--- config.mk ---
export PLATFORM = sky130hd
export DESIGN_NAME = keypad_entry_display
export DESIGN_NICKNAME = d
export VERILOG_FILES = /design/src/rtl/keypad_entry_display.sv
export SDC_FILE = /design/constraint.sdc
export NUM_CORES = 1
export LEC_CHECK = 0
export CAP_MARGIN = 20
export CORE_ASPECT_RATIO = 0.9
export CORE_MARGIN = 2
export CORE_UTILIZATION = 45
export DETAILED_ROUTE_END_ITERATION = 16
export GPL_TIMING_DRIVEN = 0
export SYNTH_ARGS = -nofsm -noshare
export SYNTH_HDL_FRONTEND = slang
export SYNTH_SLANG_ARGS = --single-unit
--- constraint.sdc ---
create_clock -name clk -period 5.5 [get_ports clk]
set_clock_uncertainty 0.05 [all_clocks]
set_input_delay 0.825 -clock clk [delete_from_list [all_inputs] [get_ports clk]]
set_output_delay 0.825 -clock clk [all_outputs]
set_load 0.02 [all_outputs]
--- src/rtl/keypad_entry_display.sv ---
`default_nettype none
// ============================================================================
// Module      : keypad_entry_display
// Description : Scanned, debounced key matrix feeding an editable decimal entry
//               buffer, shown live on a multiplexed 7-segment display.
// Revision    : 1.0 - initial release
// ============================================================================
module keypad_entry_display #(
    parameter int   NUM           = 8,
    parameter logic VALID_SIGNAL  = 1'b0,
    parameter int   ROW_NUM       = 4,
    parameter int   COL_NUM       = 4,
    parameter int   DELAY_TIME    = 200,
    parameter int   DEBOUNCE_TIME = 2000,
    parameter int   CLK_CYCLE     = 5000,
    parameter int   BLINK_CYCLES  = 2500000
) (
    input  logic                       clk,
    input  logic                       rstn,
    input  logic [COL_NUM-1:0]         col,
    output logic [ROW_NUM-1:0]         row,
    output logic [7:0]                 led_display_seg,
    output logic [NUM-1:0]             led_display_sel,
    output logic [4*NUM-1:0]           value,
    output logic                       value_valid,
    output logic [$clog2(NUM+1)-1:0]   digit_count,
    output logic                       entry_err
);

    localparam int c_KEY_NUM = ROW_NUM * COL_NUM;
    localparam int c_KEY_W   = $clog2(c_KEY_NUM);
    localparam int c_ROW_W   = (ROW_NUM > 1) ? $clog2(ROW_NUM) : 1;
    localparam int c_DLY_W   = $clog2(DELAY_TIME);
    localparam int c_DEB_W   = $clog2(DEBOUNCE_TIME + 1);
    localparam int c_DIG_W   = $clog2(NUM);
    localparam int c_CNT_W   = $clog2(NUM + 1);
    localparam int c_DCY_W   = (CLK_CYCLE > 1) ? $clog2(CLK_CYCLE) : 1;
    localparam int c_BLK_W   = (BLINK_CYCLES > 1) ? $clog2(BLINK_CYCLES) : 1;

    localparam logic [c_KEY_W-1:0] c_KEY_BKSP  = c_KEY_W'(10);
    localparam logic [c_KEY_W-1:0] c_KEY_CLR   = c_KEY_W'(11);
    localparam logic [c_KEY_W-1:0] c_KEY_ENTER = c_KEY_W'(12);

    function automatic logic [6:0] f_hex7(input logic [3:0] nib);
        logic [6:0] seg;
        case (nib)
            4'h0: seg = 7'h3F;  4'h1: seg = 7'h06;  4'h2: seg = 7'h5B;  4'h3: seg = 7'h4F;
            4'h4: seg = 7'h66;  4'h5: seg = 7'h6D;  4'h6: seg = 7'h7D;  4'h7: seg = 7'h07;
            4'h8: seg = 7'h7F;  4'h9: seg = 7'h6F;  4'hA: seg = 7'h77;  4'hB: seg = 7'h7C;
            4'hC: seg = 7'h39;  4'hD: seg = 7'h5E;  4'hE: seg = 7'h79;  default: seg = 7'h71;
        endcase
        return seg;
    endfunction

    // ------------------------------------------------------------------
    // Row scanner
    // ------------------------------------------------------------------
    logic                  r_scan_on;
    logic [c_ROW_W-1:0]    r_row_idx;
    logic [c_DLY_W-1:0]    r_dly;
    logic [c_KEY_NUM-1:0]  r_sweep;
    logic [c_KEY_NUM-1:0]  r_raw_vec;
    logic [c_KEY_NUM-1:0]  w_sweep;
    logic [c_ROW_W-1:0]    w_row_idx_nxt;
    logic                  w_row_last;
    logic                  w_row_wrap;
    logic                  w_raw_load;

    always_comb begin
        w_sweep = r_sweep;
        w_sweep[int'(r_row_idx)*COL_NUM +: COL_NUM] = ~col;
    end

    assign w_row_last    = (r_dly == c_DLY_W'(DELAY_TIME - 1));
    assign w_row_wrap    = (r_row_idx == c_ROW_W'(ROW_NUM - 1));
    assign w_row_idx_nxt = w_row_wrap ? '0 : r_row_idx + c_ROW_W'(1);
    assign w_raw_load    = r_scan_on & w_row_last & w_row_wrap;

    always_ff @(posedge clk or negedge rstn) begin
        if (!rstn) begin
            r_scan_on <= 1'b0;
            r_row_idx <= '0;
            r_dly     <= '0;
            r_sweep   <= '0;
            r_raw_vec <= '0;
            row       <= '1;
        end else if (!r_scan_on) begin
            r_scan_on <= 1'b1;
            row       <= ~ROW_NUM'(1);
        end else if (w_row_last) begin
            r_dly     <= '0;
            r_sweep   <= w_sweep;
            r_row_idx <= w_row_idx_nxt;
            row       <= ~(ROW_NUM'(1) << w_row_idx_nxt);
            if (w_row_wrap) begin
                r_raw_vec <= w_sweep;
            end
        end else begin
            r_dly <= r_dly + c_DLY_W'(1);
        end
    end

    // ------------------------------------------------------------------
    // Debounce and press-event extraction
    // ------------------------------------------------------------------
    logic [c_DEB_W-1:0]    r_deb_cnt;
    logic [c_KEY_NUM-1:0]  r_deb_vec;
    logic                  r_evt;
    logic [c_KEY_W-1:0]    r_evt_key;
    logic [c_KEY_NUM-1:0]  w_new;
    logic [c_KEY_W-1:0]    w_new_key;

    assign w_new = r_raw_vec & ~r_deb_vec;

    // Lowest-indexed newly pressed key wins; scanning downward lets it overwrite.
    always_comb begin
        w_new_key = '0;
        for (int i = c_KEY_NUM - 1; i >= 0; i--) begin
            if (w_new[i]) begin
                w_new_key = c_KEY_W'(i);
            end
        end
    end

    always_ff @(posedge clk or negedge rstn) begin
        if (!rstn) begin
            r_deb_cnt <= '0;
            r_deb_vec <= '0;
            r_evt     <= 1'b0;
            r_evt_key <= '0;
        end else begin
            r_evt <= 1'b0;
            if (w_raw_load && (w_sweep != r_raw_vec)) begin
                r_deb_cnt <= '0;
            end else if (r_deb_cnt != c_DEB_W'(DEBOUNCE_TIME)) begin
                r_deb_cnt <= r_deb_cnt + c_DEB_W'(1);
                if (r_deb_cnt == c_DEB_W'(DEBOUNCE_TIME - 1)) begin
                    r_deb_vec <= r_raw_vec;
                    r_evt     <= |w_new;
                    r_evt_key <= w_new_key;
                end
            end
        end
    end

    // ------------------------------------------------------------------
    // Entry buffer editing
    // ------------------------------------------------------------------
    logic [4*NUM-1:0] r_buf;
    logic             w_full;
    logic             w_empty;

    assign w_full  = (digit_count == c_CNT_W'(NUM));
    assign w_empty = (digit_count == '0);

    always_ff @(posedge clk or negedge rstn) begin
        if (!rstn) begin
            r_buf       <= '0;
            digit_count <= '0;
            value       <= '0;
            value_valid <= 1'b0;
            entry_err   <= 1'b0;
        end else begin
            value_valid <= 1'b0;
            entry_err   <= 1'b0;
            if (r_evt) begin
                if (r_evt_key < c_KEY_BKSP) begin
                    if (w_full) begin
                        entry_err <= 1'b1;
                    end else begin
                        r_buf       <= {r_buf[4*NUM-5:0], r_evt_key[3:0]};
                        digit_count <= digit_count + c_CNT_W'(1);
                    end
                end else if (r_evt_key == c_KEY_BKSP) begin
                    if (w_empty) begin
                        entry_err <= 1'b1;
                    end else begin
                        r_buf       <= {4'h0, r_buf[4*NUM-1:4]};
                        digit_count <= digit_count - c_CNT_W'(1);
                    end
                end else if (r_evt_key == c_KEY_CLR) begin
                    r_buf       <= '0;
                    digit_count <= '0;
                end else if (r_evt_key == c_KEY_ENTER) begin
                    // Unused upper digits are already zero, so the buffer is the padded value.
                    value       <= r_buf;
                    value_valid <= 1'b1;
                    r_buf       <= '0;
                    digit_count <= '0;
                end
            end
        end
    end

    // ------------------------------------------------------------------
    // Display multiplexer and cursor blink
    // ------------------------------------------------------------------
    logic [c_DCY_W-1:0] r_dcyc;
    logic [c_DIG_W-1:0] r_dig_idx;
    logic [c_BLK_W-1:0] r_blk_cnt;
    logic               r_blink;
    logic [3:0]         w_nib;
    logic [7:0]         w_seg_raw;
    logic [NUM-1:0]     w_sel_raw;

    assign w_nib     = r_buf[int'(r_dig_idx)*4 +: 4];
    assign w_sel_raw = NUM'(1) << r_dig_idx;

    always_comb begin
        w_seg_raw = '0;
        if (c_CNT_W'(r_dig_idx) < digit_count) begin
            w_seg_raw[6:0] = f_hex7(w_nib);
        end else if ((r_dig_idx == '0) && w_empty) begin
            w_seg_raw[6:0] = f_hex7(4'h0);
        end
        if ((r_dig_idx == '0) && !w_full) begin
            w_seg_raw[7] = r_blink;
        end
    end

    always_ff @(posedge clk or negedge rstn) begin
        if (!rstn) begin
            r_dcyc          <= '0;
            r_dig_idx       <= '0;
            r_blk_cnt       <= '0;
            r_blink         <= 1'b0;
            led_display_seg <= {8{~VALID_SIGNAL}};
            led_display_sel <= {NUM{~VALID_SIGNAL}};
        end else begin
            led_display_seg <= VALID_SIGNAL ? w_seg_raw : ~w_seg_raw;
            led_display_sel <= VALID_SIGNAL ? w_sel_raw : ~w_sel_raw;
            if (r_dcyc == c_DCY_W'(CLK_CYCLE - 1)) begin
                r_dcyc    <= '0;
                r_dig_idx <= (r_dig_idx == c_DIG_W'(NUM - 1)) ? '0 : r_dig_idx + c_DIG_W'(1);
            end else begin
                r_dcyc <= r_dcyc + c_DCY_W'(1);
            end
            if (r_blk_cnt == c_BLK_W'(BLINK_CYCLES - 1)) begin
                r_blk_cnt <= '0;
                r_blink   <= ~r_blink;
            end else begin
                r_blk_cnt <= r_blk_cnt + c_BLK_W'(1);
            end
        end
    end

endmodule
`default_nettype wire

# After elaboration in Yosys (flattened, before gate mapping)
# Memories as Yosys holds them, arrays and structs flattened.
# Index checks and enable logic that the tools add are counted.
[classes]
reduce_logical = 14
shifts = 5
eq_ne = 15
n_bitwise = 13
n_addsub = 9
mux = 54
order_cmp = 2
[op_table]
columns = ["cell", "count"]
rows = [
  ["two-way mux 32 bit", 6],
  ["two-way mux 4 bit", 24],
  ["negation 4 -> 33 bit", 1],
  ["variable shift 4 x 33 -> 16 bit, first input constant", 1],
  ["indexed part select 4 x 33 -> 16 bit", 1],
  ["indexed part select 32 x 6 -> 4 bit", 1],
  ["adder 22 x 1 -> 22 bit, second input constant", 1],
  ["equality test 22 bit, second input constant", 1],
  ["two-way mux 11 bit", 2],
  ["two-way mux 22 bit", 1],
  ["bitwise AND 16 bit", 1],
  ["bitwise mux 16 bit", 1],
  ["equality test 4 bit, second input constant", 4],
  ["!= test 16 bit", 1],
  ["NOT 16 bit", 1],
  ["NOT 8 bit", 2],
  ["OR reduction 16 bit", 1],
  ["two-way mux 1 bit", 14],
  ["adder 13 x 1 -> 13 bit, second input constant", 1],
  ["equality test 13 bit, second input constant", 1],
  ["two-way mux 13 bit", 1],
  ["adder 11 x 1 -> 11 bit, second input constant", 1],
  ["equality test 11 bit, second input constant", 1],
  ["!= test 11 bit, second input constant", 1],
  ["33 further kinds", 42],
]
[totals]
elab_cells = 134
n_memories = 1
inputBits = 6
out_inout_bits = 58
ff_bits = 204
mem_bits_ro = 112
[memory_table]
columns = ["name", "depth", "word_bits", "read_ports", "rd_clocked_by_memory_dff", "wr", "line", "rtl"]
rows = [
  ["(name not given)", 16, 7, 1, 0, 0, "46", "case (nib)"],
]

# Longest topological paths before layout
# Gate-level depths: netlist (run 1).
[logic_depth]
ltp_word = 18
ltp_mapped = 12
depth_no_buf = 9

# Worst setup path before layout (run 1)
# Ideal clock, no wire load.
[synth_timing]
path_kind = "flip-flop to flip-flop"
startpoint = "register r_row_idx[0]"
endpoint = "register r_deb_vec[0]"
n_path_buf = 3
stages_incl_launch_ff = 13
t_arrival_ns = 2.779
t_required_ns = 5.325
slack_ns = 2.546
path_cell_list = "dfrtp_1 buf_4 inv_1 ha_1 buf_6 nor4b_2 mux2i_1 xnor2_1 nand4_1 nor4_2 o31a_2 buf_6 mux2_4"
[synth_via]
elab_chain_len = 7
word_cells_on_any_way = 10
[synth_rtl]
columns = ["item", "line", "rtl"]
rows = [
  ["start: declaration", "59", "logic [c_ROW_W-1:0] r_row_idx;"],
  ["start signal: assignment", "93", "r_row_idx <= w_row_idx_nxt;"],
  ["negation 4 -> 33 bit", "71", "w_sweep[int'(r_row_idx)*COL_NUM +: COL_NUM] = ~col;"],
  ["indexed part select 4 x 33 -> 16 bit / variable shift 4 x 33 -> 16 bit (equally long branches)", "71", ""],
  ["bitwise mux 16 bit", "71", ""],
  ["!= test 16 bit", "133", "if (w_raw_load && (w_sweep != r_raw_vec)) begin"],
  ["logical AND 1 bit (*)", "133", ""],
  ["NOT 1 bit (no line) (*)", "--", ""],
  ["AND reduction 3 bit (no line) (*)", "--", ""],
  ["end signal: assignment", "138", "r_deb_vec <= r_raw_vec;"],
  ["end: declaration", "107", "logic [c_KEY_NUM-1:0] r_deb_vec;"],
]
# Every way passes the cells marked *; elsewhere a longest branch is shown, timed or not.
# A chain may end at the register's enable or synchronous reset.

# Worst setup path in the final report (run 1)
[layout_timing]
startpoint = "register r_row_idx[0]"
endpoint = "register r_deb_vec[14]"
# The elaborated chain is that of the path after synthesis.

==> flow_summary.html, run 1 <==
<table>
<tr><th>Metric</th><th>Value</th></tr>
<tr><th colspan="2">Clock network</th></tr>
<tr><td>Post-CTS clock slew at the launch and capture registers of the worst setup and hold paths</td><td>0.06 ns</td></tr>
<tr><td>Clk root buf</td><td>clkbuf_16</td></tr>
<tr><td>Setup repair bufs after CTS</td><td>0</td></tr>
<tr><td># H-tree levels</td><td>1</td></tr>
<tr><td>Hold Buf Count CTS</td><td>0</td></tr>
<tr><td>Clock network latency to the later pin of the worst-skew pair</td><td>0.50 ns</td></tr>
<tr><td>Clock tree from TritonCTS</td><td>built</td></tr>
<tr><td>Number of clock buffers inserted by TritonCTS</td><td>22</td></tr>
<tr><td># resized after CTS</td><td>0</td></tr>
<tr><td>TritonCTS sink count</td><td>around 200</td></tr>
<tr><td>Buffer depth of the longest clock path</td><td>3</td></tr>
<tr><th colspan="2">Status</th></tr>
<tr><td>Run status</td><td>completed</td></tr>
<tr><th colspan="2">Timing</th></tr>
<tr><td>Final cycle utilization of the critical path</td><td>0.6157</td></tr>
<tr><td>Transition at the pin with the smallest max-transition slack</td><td>0.8298 ns</td></tr>
<tr><td>Shortest period the worst path allows</td><td>3.386 ns</td></tr>
<tr><td>Pins Over Slew Limit</td><td>0</td></tr>
<tr><td>Achievable frequency</td><td>295.3 MHz</td></tr>
<tr><td>Setup Viol. Count Final</td><td>0</td></tr>
<tr><td>Setup repair after global routing missed its margin</td><td>no</td></tr>
<tr><td>Setup WS post-layout</td><td>2.114 ns</td></tr>
<tr><td>Relative max-transition margin</td><td>0.4453</td></tr>
<tr><td>Final hold violation count</td><td>0</td></tr>
<tr><th colspan="2">Worst setup path</th></tr>
<tr><td>Biggest fanout along the worst timing path</td><td>10</td></tr>
<tr><td>Type of the worst setup path</td><td>flop to flop</td></tr>
<tr><td>Ordered list of cells on the worst path</td><td>buf_4, inv_1, ha_1, buf_6, nor4b_2, mux2i_1, xnor2_1, nand4_1, nor4_2, o31a_2, buf_6, mux2_4</td></tr>
<tr><td>Sort of element at the end of the critical path</td><td>flop</td></tr>
<tr><td>Peak per-stage delay on the critical path</td><td>approximately 0.45 ns</td></tr>
<tr><td>Buffering stage count on the worst path with inverters included</td><td>4</td></tr>
<tr><td>Endpoint required time on the critical path</td><td>around 5.8 ns</td></tr>
<tr><td>CP max-delay cell</td><td>dfrtp_1</td></tr>
<tr><td>Kind of cell adding the most delay to the critical path</td><td>simple AND/OR/NAND/NOR gates</td></tr>
<tr><td>Critical path launch point type</td><td>flop</td></tr>
<tr><td>CP most frequent cell</td><td>buf_6</td></tr>
<tr><td>Arrival @ worst endpoint</td><td>3.72 ns</td></tr>
<tr><th colspan="2">Yosys</th></tr>
<tr><td>Syn nets</td><td>940</td></tr>
<tr><td>Cell type with the largest total area after synthesis</td><td>dfrtp_1</td></tr>
<tr><td>Fraction of the yosys area taken by sequential cells</td><td>0.5183</td></tr>
<tr><td>Async set-reset flop share out of synthesis</td><td>1.000</td></tr>
<tr><td>Compound-gate portion of the synthesized area</td><td>0.09885</td></tr>
<tr><td>Share of the synthesized area in the top cell type</td><td>0.4652</td></tr>
<tr><td>Library cells used by synthesis</td><td>between 60 and 70</td></tr>
<tr><td>Synthesized area per cell</td><td>10.91 um2</td></tr>
<tr><td>Post-synthesis simple-gate area fraction</td><td>0.1451</td></tr>
<tr><td>Ys flop type</td><td>dfrtp_1</td></tr>
<tr><td>Xor and xnor area share after synthesis</td><td>0.05751</td></tr>
<tr><td>Adder and majority cell fraction of the synthesized area</td><td>0.03413</td></tr>
<tr><td>Leading post-synthesis cells by cell area</td><td>dfrtp_1 (47%), dfstp_2 (5.3%), mux2_2 (4.2%)</td></tr>
<tr><td>Total of flip-flops plus latches after synthesis</td><td>slightly above 200</td></tr>
<tr><td>Number of enable-type register cells in the synthesized netlist</td><td>0</td></tr>
<tr><td>Fraction of synthesized area in multiplexers</td><td>0.1069</td></tr>
<tr><td>Gate Count Post-Synth</td><td>907</td></tr>
<tr><td>Warning count from the yosys run</td><td>0</td></tr>
<tr><td>Combinational family with the most area after synthesis</td><td>simple AND/OR/NAND/NOR gates</td></tr>
<tr><td>Post-Syn Area</td><td>9898 um2</td></tr>
<tr><th colspan="2">Die</th></tr>
<tr><td>Rows</td><td>51</td></tr>
<tr><td>I/O pin total</td><td>64</td></tr>
<tr><td>Placeable core region</td><td>21630 um2</td></tr>
<tr><td>Die outline area</td><td>roughly 23000 um2</td></tr>
<tr><td>Overall die height</td><td>between 100 and 150 um</td></tr>
<tr><td>Die width</td><td>160.3 um</td></tr>
<tr><td>Initial Utilization</td><td>0.4576</td></tr>
<tr><th colspan="2">Pwr</th></tr>
<tr><td>Final Power</td><td>about 3.1 mW</td></tr>
<tr><td>Leakage Power</td><td>~5.1 nW</td></tr>
<tr><td>IR drop worst, VDD</td><td>between 150 and 200 uV</td></tr>
<tr><td>Power per Cell Area</td><td>267.7 nW/um2</td></tr>
<tr><th colspan="2">Placed design</th></tr>
<tr><td>Detailed placement HPWL</td><td>13.95 mm</td></tr>
<tr><td>Post-Place Worst Slack</td><td>2.077 ns</td></tr>
<tr><td>I/O Buffers</td><td>63</td></tr>
<tr><td>Inst Count DP</td><td>approximately 1300</td></tr>
<tr><td>Final estimated routing congestion in global placement</td><td>roughly 0.82</td></tr>
<tr><th colspan="2">Run</th></tr>
<tr><td>Max-Cap Viols</td><td>0</td></tr>
<tr><th colspan="2">Detailed routing</th></tr>
<tr><td>Via count of the routed design</td><td>6771</td></tr>
<tr><td>Initial DRC Count</td><td>354</td></tr>
<tr><td>Detailed-route DRC error count</td><td>0</td></tr>
<tr><td>Average via count per standard cell</td><td>5.204</td></tr>
<tr><td>Length of the first detailed-routing pass in iterations</td><td>5</td></tr>
<tr><td>DRT antenna net count</td><td>0</td></tr>
<tr><td>WL final</td><td>approximately 20 mm</td></tr>
<tr><td>Average wire per cell in the routed design</td><td>15.55 um</td></tr>
<tr><th colspan="2">Global routing</th></tr>
<tr><td>Vias in the first global route</td><td>6547</td></tr>
<tr><td>Antenna violations before repair</td><td>0</td></tr>
<tr><td>Global-route usage over all layers</td><td>0.1816</td></tr>
<tr><td>Overflow after GRT</td><td>0</td></tr>
<tr><td>Wire length of the first global-routing pass</td><td>34.20 mm</td></tr>
<tr><td>Largest net degree at the start of global routing</td><td>121</td></tr>
<tr><th colspan="2">Cells and area</th></tr>
<tr><td>Share of final-layout standard cells stronger than drive strength 1</td><td>0.1446</td></tr>
<tr><td>Final Net Count</td><td>1028</td></tr>
<tr><td>Area overhead of the layout relative to synthesis</td><td>17.91%</td></tr>
<tr><td>Non-Filler Instances</td><td>1301</td></tr>
<tr><td>Number of antenna diodes</td><td>0</td></tr>
<tr><th colspan="2">Worst hold path</th></tr>
<tr><td>HP Class</td><td>input pin to async pin</td></tr>
</table>
## logic make-up (layout without fill, tap and decap cells)
logic type               Yosys count  after routing
buffers and inverters             92            195
XOR/XNOR                          65             65
multiplexers                      81             81
AO/OA/AOI/OAI                    157            157
other                              1              1
flip-flops                       204            204
AND/OR/NAND/NOR                  280            280
adder cells (fa/ha/maj)           27             27
## flip-flops by register name, indices dropped and copies added (netlist names), 4 cells and up
signal,flops
r_blk_cnt,22
led_display_seg,8
row,4
r_deb_vec,16
r_deb_cnt,11
value,32
led_display_sel,8
r_dly,8
digit_count,4
r_sweep,16
r_evt_key,4
r_dcyc,13
r_raw_vec,16
r_buf,32
## area by class of cell
class / count / area [um2]
buffer: 38 / 181.4
clock buffer: 35 / 700.7
clock inverter: 4 / 45.04
fill: 1920 / 9961
inverter: 54 / 202.7
multi-input combinational: 611 / 4384
sequential: 204 / 5130
tap: 291 / 364.1
timing repair buffer: 64 / 663.1
## stage by stage
step	area, um2	utilization	setup TNS, ns	hold slack [ns]
final	11670	0.5395	0	0.2424
after global routing	11670	0.5395	0	0.3127
after floorplan	9898	-	0	0.3595
after CTS	11670	0.5395	0	0.2818
after global placement	10890	0.5036	-994.60	0.4115
after detailed placement	10930	0.5051	0	0.4187
## power breakdown
group | internal (mW) | switching, mW
clock | 0.915 | 0.586
combinational | 0.0302 | 0.0484
sequential | 1.52 | 0.0219
## worst reg2reg max path, cell delays in order, from the launching register on
cell	delay, ns
dfrtp_1	0.45
buf_4	0.21
inv_1	0.12
ha_1	0.39
buf_6	0.18
nor4b_2	0.31
mux2i_1	0.21
xnor2_1	0.18
nand4_1	0.12
nor4_2	0.33
o31a_2	0.21
buf_6	0.18
mux2_4	0.32
## final timing paths
check                        startpoint       endpoint  slack (ns)  cells after the start
max reg2reg                r_row_idx[0]  r_deb_vec[14]        2.11                     12
max                        r_row_idx[0]  r_deb_vec[14]        2.11                     12
min reg2reg                   value[29]      value[29]        0.43                      2
min in group clk              value[29]      value[29]        0.43                      2
min                                rstn      value[17]        0.24                      1
max in group asynchronous          rstn   r_deb_cnt[0]        4.17                      2
## routing by layer
metal  part of all wire  wire length [um]  global-route usage
met2               0.44              8994              0.2855
met4              0.021               427             0.04789
met5                  0                 0                   0
met1               0.49              9998              0.2627
met3              0.040               806             0.03192
## synthesized netlist by cell type (2+ instances only)
cell type,instances
a211oi_1,3
a21oi_1,52
a221oi_1,3
a22o_1,12
a22oi_1,30
a2bb2oi_1,2
and2_1,2
and3_1,4
and4_1,3
buf_2,4
buf_6,4
clkbuf_1,29
dfrtp_1,184
dfstp_2,20
ha_1,27
inv_1,52
mux2_2,37
mux2_4,17
mux2i_1,17
mux4_2,9
nand2_1,64
nand2b_1,7
nand3_1,30
nand4_1,18
nand4b_1,2
nand4bb_1,2
nor2_1,99
nor2b_1,14
nor3_1,8
nor3b_1,4
nor4_1,3
nor4b_2,7
nor4bb_1,2
o21a_1,3
o21ai_0,31
o21ai_1,4
o22ai_1,9
or2_2,2
xnor2_1,37
xor2_1,28
## cell usage in the layout, fill, tap and decap left out, drive strengths merged, types with 4 or more instances in the layout
cell           instances
dfrtp                184
nor2                 100
nand2                 64
clkbuf                64
clkdlybuf4s50         62
mux2                  54
inv                   53
a21oi                 52
xnor2                 37
o21ai                 35
nand3                 30
a22oi                 30
xor2                  28
ha                    27
dfstp                 20
nand4                 18
mux2i                 18
nor2b                 14
a22o                  12
buf                   11
mux4                   9
o22ai                  9
nor4b                  9
nor3                   8
nand2b                 7
nor3b                  4
and3                   4
nor4                   4
clkinv                 4
(Power assumes the default switching activity.)
==> run 2, diff against run 1 <==
- PLACE_DENSITY: default -> 0.66
- clock period: 5.5 -> 3.08 ns (I/O delays scaled with it)
==> run 2 against run 1 <==
Effect of this change:
- global-route usage fell by 0.13 points
- the flow now finishes with violations (setup timing)
- critical path type unchanged
- via count rose by 1.9%
- critical path depth rose by 1
- register-to-register slack got worse by 2.2 ns
- wire length rose by 1.1%
- non-clock buffer count rose by 10
- power rose by 84%
==> flow_summary.html, run 2 (synthesized netlist as in run 1, its figures left out) <==
<table>
<tr><th>Metric</th><th>Value</th></tr>
<tr><th colspan="2">Status</th></tr>
<tr><td>Run status</td><td>finished, violations left (was completed)</td></tr>
<tr><td>Violations in the final reports</td><td>setup timing</td></tr>
<tr><th colspan="2">Worst setup path</th></tr>
<tr><td>Type of the worst setup path</td><td>flop to flop (unchanged)</td></tr>
<tr><td>Critical path launch point type</td><td>flop (unchanged)</td></tr>
<tr><td>Setup slack of the worst register-to-register path</td><td>-0.04 ns (was 2.11 ns)</td></tr>
<tr><td>Sort of element at the end of the critical path</td><td>flop (unchanged)</td></tr>
<tr><td>Arrival @ worst endpoint</td><td>3.45 ns (was 3.72 ns)</td></tr>
<tr><td>Biggest fanout along the worst timing path</td><td>10 (unchanged)</td></tr>
<tr><td>Endpoint required time on the critical path</td><td>3.41 ns (was 5.83 ns)</td></tr>
<tr><th colspan="2">Timing</th></tr>
<tr><td>Worst hold slack across all endpoints</td><td>0.4248 ns (was 0.2424 ns)</td></tr>
<tr><td>Transition at the pin with the smallest max-transition slack</td><td>0.7581 ns (was 0.8298 ns)</td></tr>
<tr><td>Shortest period the worst path allows</td><td>3.124 ns (was 3.386 ns)</td></tr>
<tr><td>Relative max-transition margin</td><td>0.4912 (was 0.4453)</td></tr>
<tr><td>Achievable frequency</td><td>320.1 MHz (was 295.3 MHz)</td></tr>
<tr><td>Setup WS post-layout</td><td>-0.04420 ns (was 2.114 ns)</td></tr>
<tr><td>Final hold violation count</td><td>0 (unchanged)</td></tr>
<tr><td>Setup repair after global routing missed its margin</td><td>yes (was no)</td></tr>
<tr><td>Pins Over Slew Limit</td><td>0 (unchanged)</td></tr>
<tr><td>Final cycle utilization of the critical path</td><td>1.014 (was 0.6157)</td></tr>
<tr><td>Setup Viol. Count Final</td><td>17 (was 0)</td></tr>
<tr><th colspan="2">Clock network</th></tr>
<tr><td>Clk root buf</td><td>clkbuf_16 (unchanged)</td></tr>
<tr><td>Number of clock buffers inserted by TritonCTS</td><td>22 (unchanged)</td></tr>
<tr><td>Post-CTS clock slew at the launch and capture registers of the worst setup and hold paths</td><td>0.06 ns (about the same)</td></tr>
<tr><td>Buffer depth of the longest clock path</td><td>3 (unchanged)</td></tr>
<tr><td>Clock tree from TritonCTS</td><td>built (unchanged)</td></tr>
<tr><td>TritonCTS sink count</td><td>204 (unchanged)</td></tr>
<tr><td>Clock network latency to the later pin of the worst-skew pair</td><td>0.51 ns (was 0.50 ns)</td></tr>
<tr><td># H-tree levels</td><td>1 (unchanged)</td></tr>
<tr><th colspan="2">Detailed routing</th></tr>
<tr><td>Average via count per standard cell</td><td>5.261 (was 5.204)</td></tr>
<tr><td>WL final</td><td>20.46 mm (was 20.23 mm)</td></tr>
<tr><td>Average wire per cell in the routed design</td><td>15.59 um (was 15.55 um)</td></tr>
<tr><td>Initial DRC Count</td><td>441 (was 354)</td></tr>
<tr><td>Via count of the routed design</td><td>6902 (was 6771)</td></tr>
<tr><td>Length of the first detailed-routing pass in iterations</td><td>5 (unchanged)</td></tr>
<tr><td>Detailed-route DRC error count</td><td>0 (unchanged)</td></tr>
<tr><td>DRT antenna net count</td><td>0 (unchanged)</td></tr>
<tr><th colspan="2">Die</th></tr>
<tr><td>Placeable core region</td><td>21630 um2 (unchanged)</td></tr>
<tr><td>Rows</td><td>51 (unchanged)</td></tr>
<tr><td>Die width</td><td>160.3 um (unchanged)</td></tr>
<tr><td>Die outline area</td><td>23200 um2 (unchanged)</td></tr>
<tr><td>Initial Utilization</td><td>0.4576 (unchanged)</td></tr>
<tr><td>I/O pin total</td><td>64 (unchanged)</td></tr>
<tr><td>Overall die height</td><td>144.7 um (unchanged)</td></tr>
<tr><th colspan="2">Worst hold path</th></tr>
<tr><td>HP Class</td><td>flop to flop (was input pin to async pin)</td></tr>
<tr><th colspan="2">Placed design</th></tr>
<tr><td>Inst Count DP</td><td>1262 (unchanged)</td></tr>
<tr><td>Detailed placement HPWL</td><td>13.99 mm (was 13.95 mm)</td></tr>
<tr><td>Final estimated routing congestion in global placement</td><td>0.8327 (was 0.8221)</td></tr>
<tr><td>I/O Buffers</td><td>63 (unchanged)</td></tr>
<tr><th colspan="2">Global routing</th></tr>
<tr><td>Antenna violations before repair</td><td>0 (unchanged)</td></tr>
<tr><td>Global-route usage over all layers</td><td>0.1803 (was 0.1816)</td></tr>
<tr><td>Largest net degree at the start of global routing</td><td>104 (was 121)</td></tr>
<tr><td>Overflow after GRT</td><td>0 (unchanged)</td></tr>
<tr><td>Wire length of the first global-routing pass</td><td>34.50 mm (was 34.20 mm)</td></tr>
<tr><td>Vias in the first global route</td><td>6797 (was 6547)</td></tr>
<tr><th colspan="2">Pwr</th></tr>
<tr><td>Leakage Power</td><td>5.189 nW (was 5.076 nW)</td></tr>
<tr><td>IR drop worst, VDD</td><td>374.3 uV (was 197.6 uV)</td></tr>
<tr><td>Power per Cell Area</td><td>481.9 nW/um2 (was 267.7 nW/um2)</td></tr>
<tr><th colspan="2">Cells and area</th></tr>
<tr><td>Largest registers</td><td>r_buf: 32 flops, value: 32 flops, r_blk_cnt: 22 flops (unchanged)</td></tr>
<tr><td>Commonest non-fill, non-tap cells in the layout</td><td>dfrtp_1 (183), nor2_1 (99), nand2_1 (64), clkdlybuf4s50_1 (62), a21oi_1 (52) (was dfrtp_1 (184), nor2_1 (99), nand2_1 (64), clkdlybuf4s50_1 (62))</td></tr>
<tr><td>Area overhead of the layout relative to synthesis</td><td>20.59% (was 17.91%)</td></tr>
<tr><td>Non-Filler Instances</td><td>1312 (was 1301)</td></tr>
<tr><td>Final Net Count</td><td>1038 (was 1028)</td></tr>
<tr><td>Share of final-layout standard cells stronger than drive strength 1</td><td>0.1665 (was 0.1446)</td></tr>
<tr><td>Leading cell type in the layout, fill and taps excluded</td><td>dfrtp_1 (unchanged)</td></tr>
<tr><td>Final cell utilization of the core</td><td>0.5518 (was 0.5395)</td></tr>
<tr><td>Number of antenna diodes</td><td>0 (unchanged)</td></tr>
<tr><th colspan="2">Run</th></tr>
<tr><td>Max-Cap Viols</td><td>0 (unchanged)</td></tr>
</table>
-- run 2: critical path, stage by stage (launching register included) --
cell and delay, ns:
dfrtp_2 0.38, buf_8 0.15, clkinvlp_4 0.17, ha_4 0.34, buf_8 0.14, nor4b_4 0.19, mux2i_1 0.11, buf_4 0.17
xor2_2 0.13, nand4_1 0.16, nor4_4 0.31, o31a_2 0.24, buf_12 0.16, mux2_4 0.30
-- run 2: report_power, final --
| part | total (mW) | leakage [nW] | internal (mW) | switching (mW) |
|---|---|---|---|---|
| Combinational | 0.143 | 2.17 | 0.0546 | 0.0884 |
| Clock | 2.85 | 0.393 | 1.79 | 1.06 |
| Sequential | 2.76 | 2.63 | 2.72 | 0.0396 |
| Total | 5.75 | 5.19 | 4.57 | 1.19 |
-- run 2: repair_timing --
item,4_1_cts,5_1_grt
hold buffers,1,0
pin swaps,5,3
setup buffers,5,4
endpoints found under the hold margin,57,0
resized for setup,13,13
endpoints found under the setup margin,30,30
-- run 2: final timing paths --
kind                               from            to  cells after the start
hold / removal                value[30]     value[30]                      2
setup / recovery           r_row_idx[0]  r_deb_vec[6]                     13
setup reg to reg           r_row_idx[0]  r_deb_vec[6]                     13
hold reg to reg               value[30]     value[30]                      2
max in group asynchronous          rstn  r_row_idx[0]                      3
min in group asynchronous          rstn   value_valid                      2
-- run 2: final cells by class --
| type | count | area (um2) |
|---|---|---|
| Buffer | 38 | 211.5 |
| Clock buffer | 31 | 645.6 |
| Clock inverter | 9 | 145.1 |
| Fill cell | 1831 | 9696 |
| Inverter | 54 | 206.4 |
| Multi-Input combinational cell | 611 | 4492 |
| Sequential cell | 204 | 5131 |
| Tap cell | 291 | 364.1 |
| Timing Repair Buffer | 74 | 740.7 |
-- run 2: metal layers --
metal | up-vias | GRT usage | wire length, um
met5 | - | 0 | 0
met1 | 3359 | 0.2491 | 9720
met2 | 150 | 0.2971 | 9467
li1 | 3355 | - | -
met3 | 38 | 0.02850 | 769
met4 | 0 | 0.05405 | 499
-- run 2: stage by stage --
stage                       TNS (ns)  area, um2  power, mW  worst slack, ns
final                        -0.5616      11940      5.752         -0.04420
after global routing          -5.225      11940      5.948          -0.2072
after CTS                 -0.0005203      11830      5.819       -0.0005203
after detailed placement      -7.591      10930      2.953          -0.2783
after global placement      -1385.74      10890      2.945           -7.031
after floorplan                    0       9898      2.864           0.1261
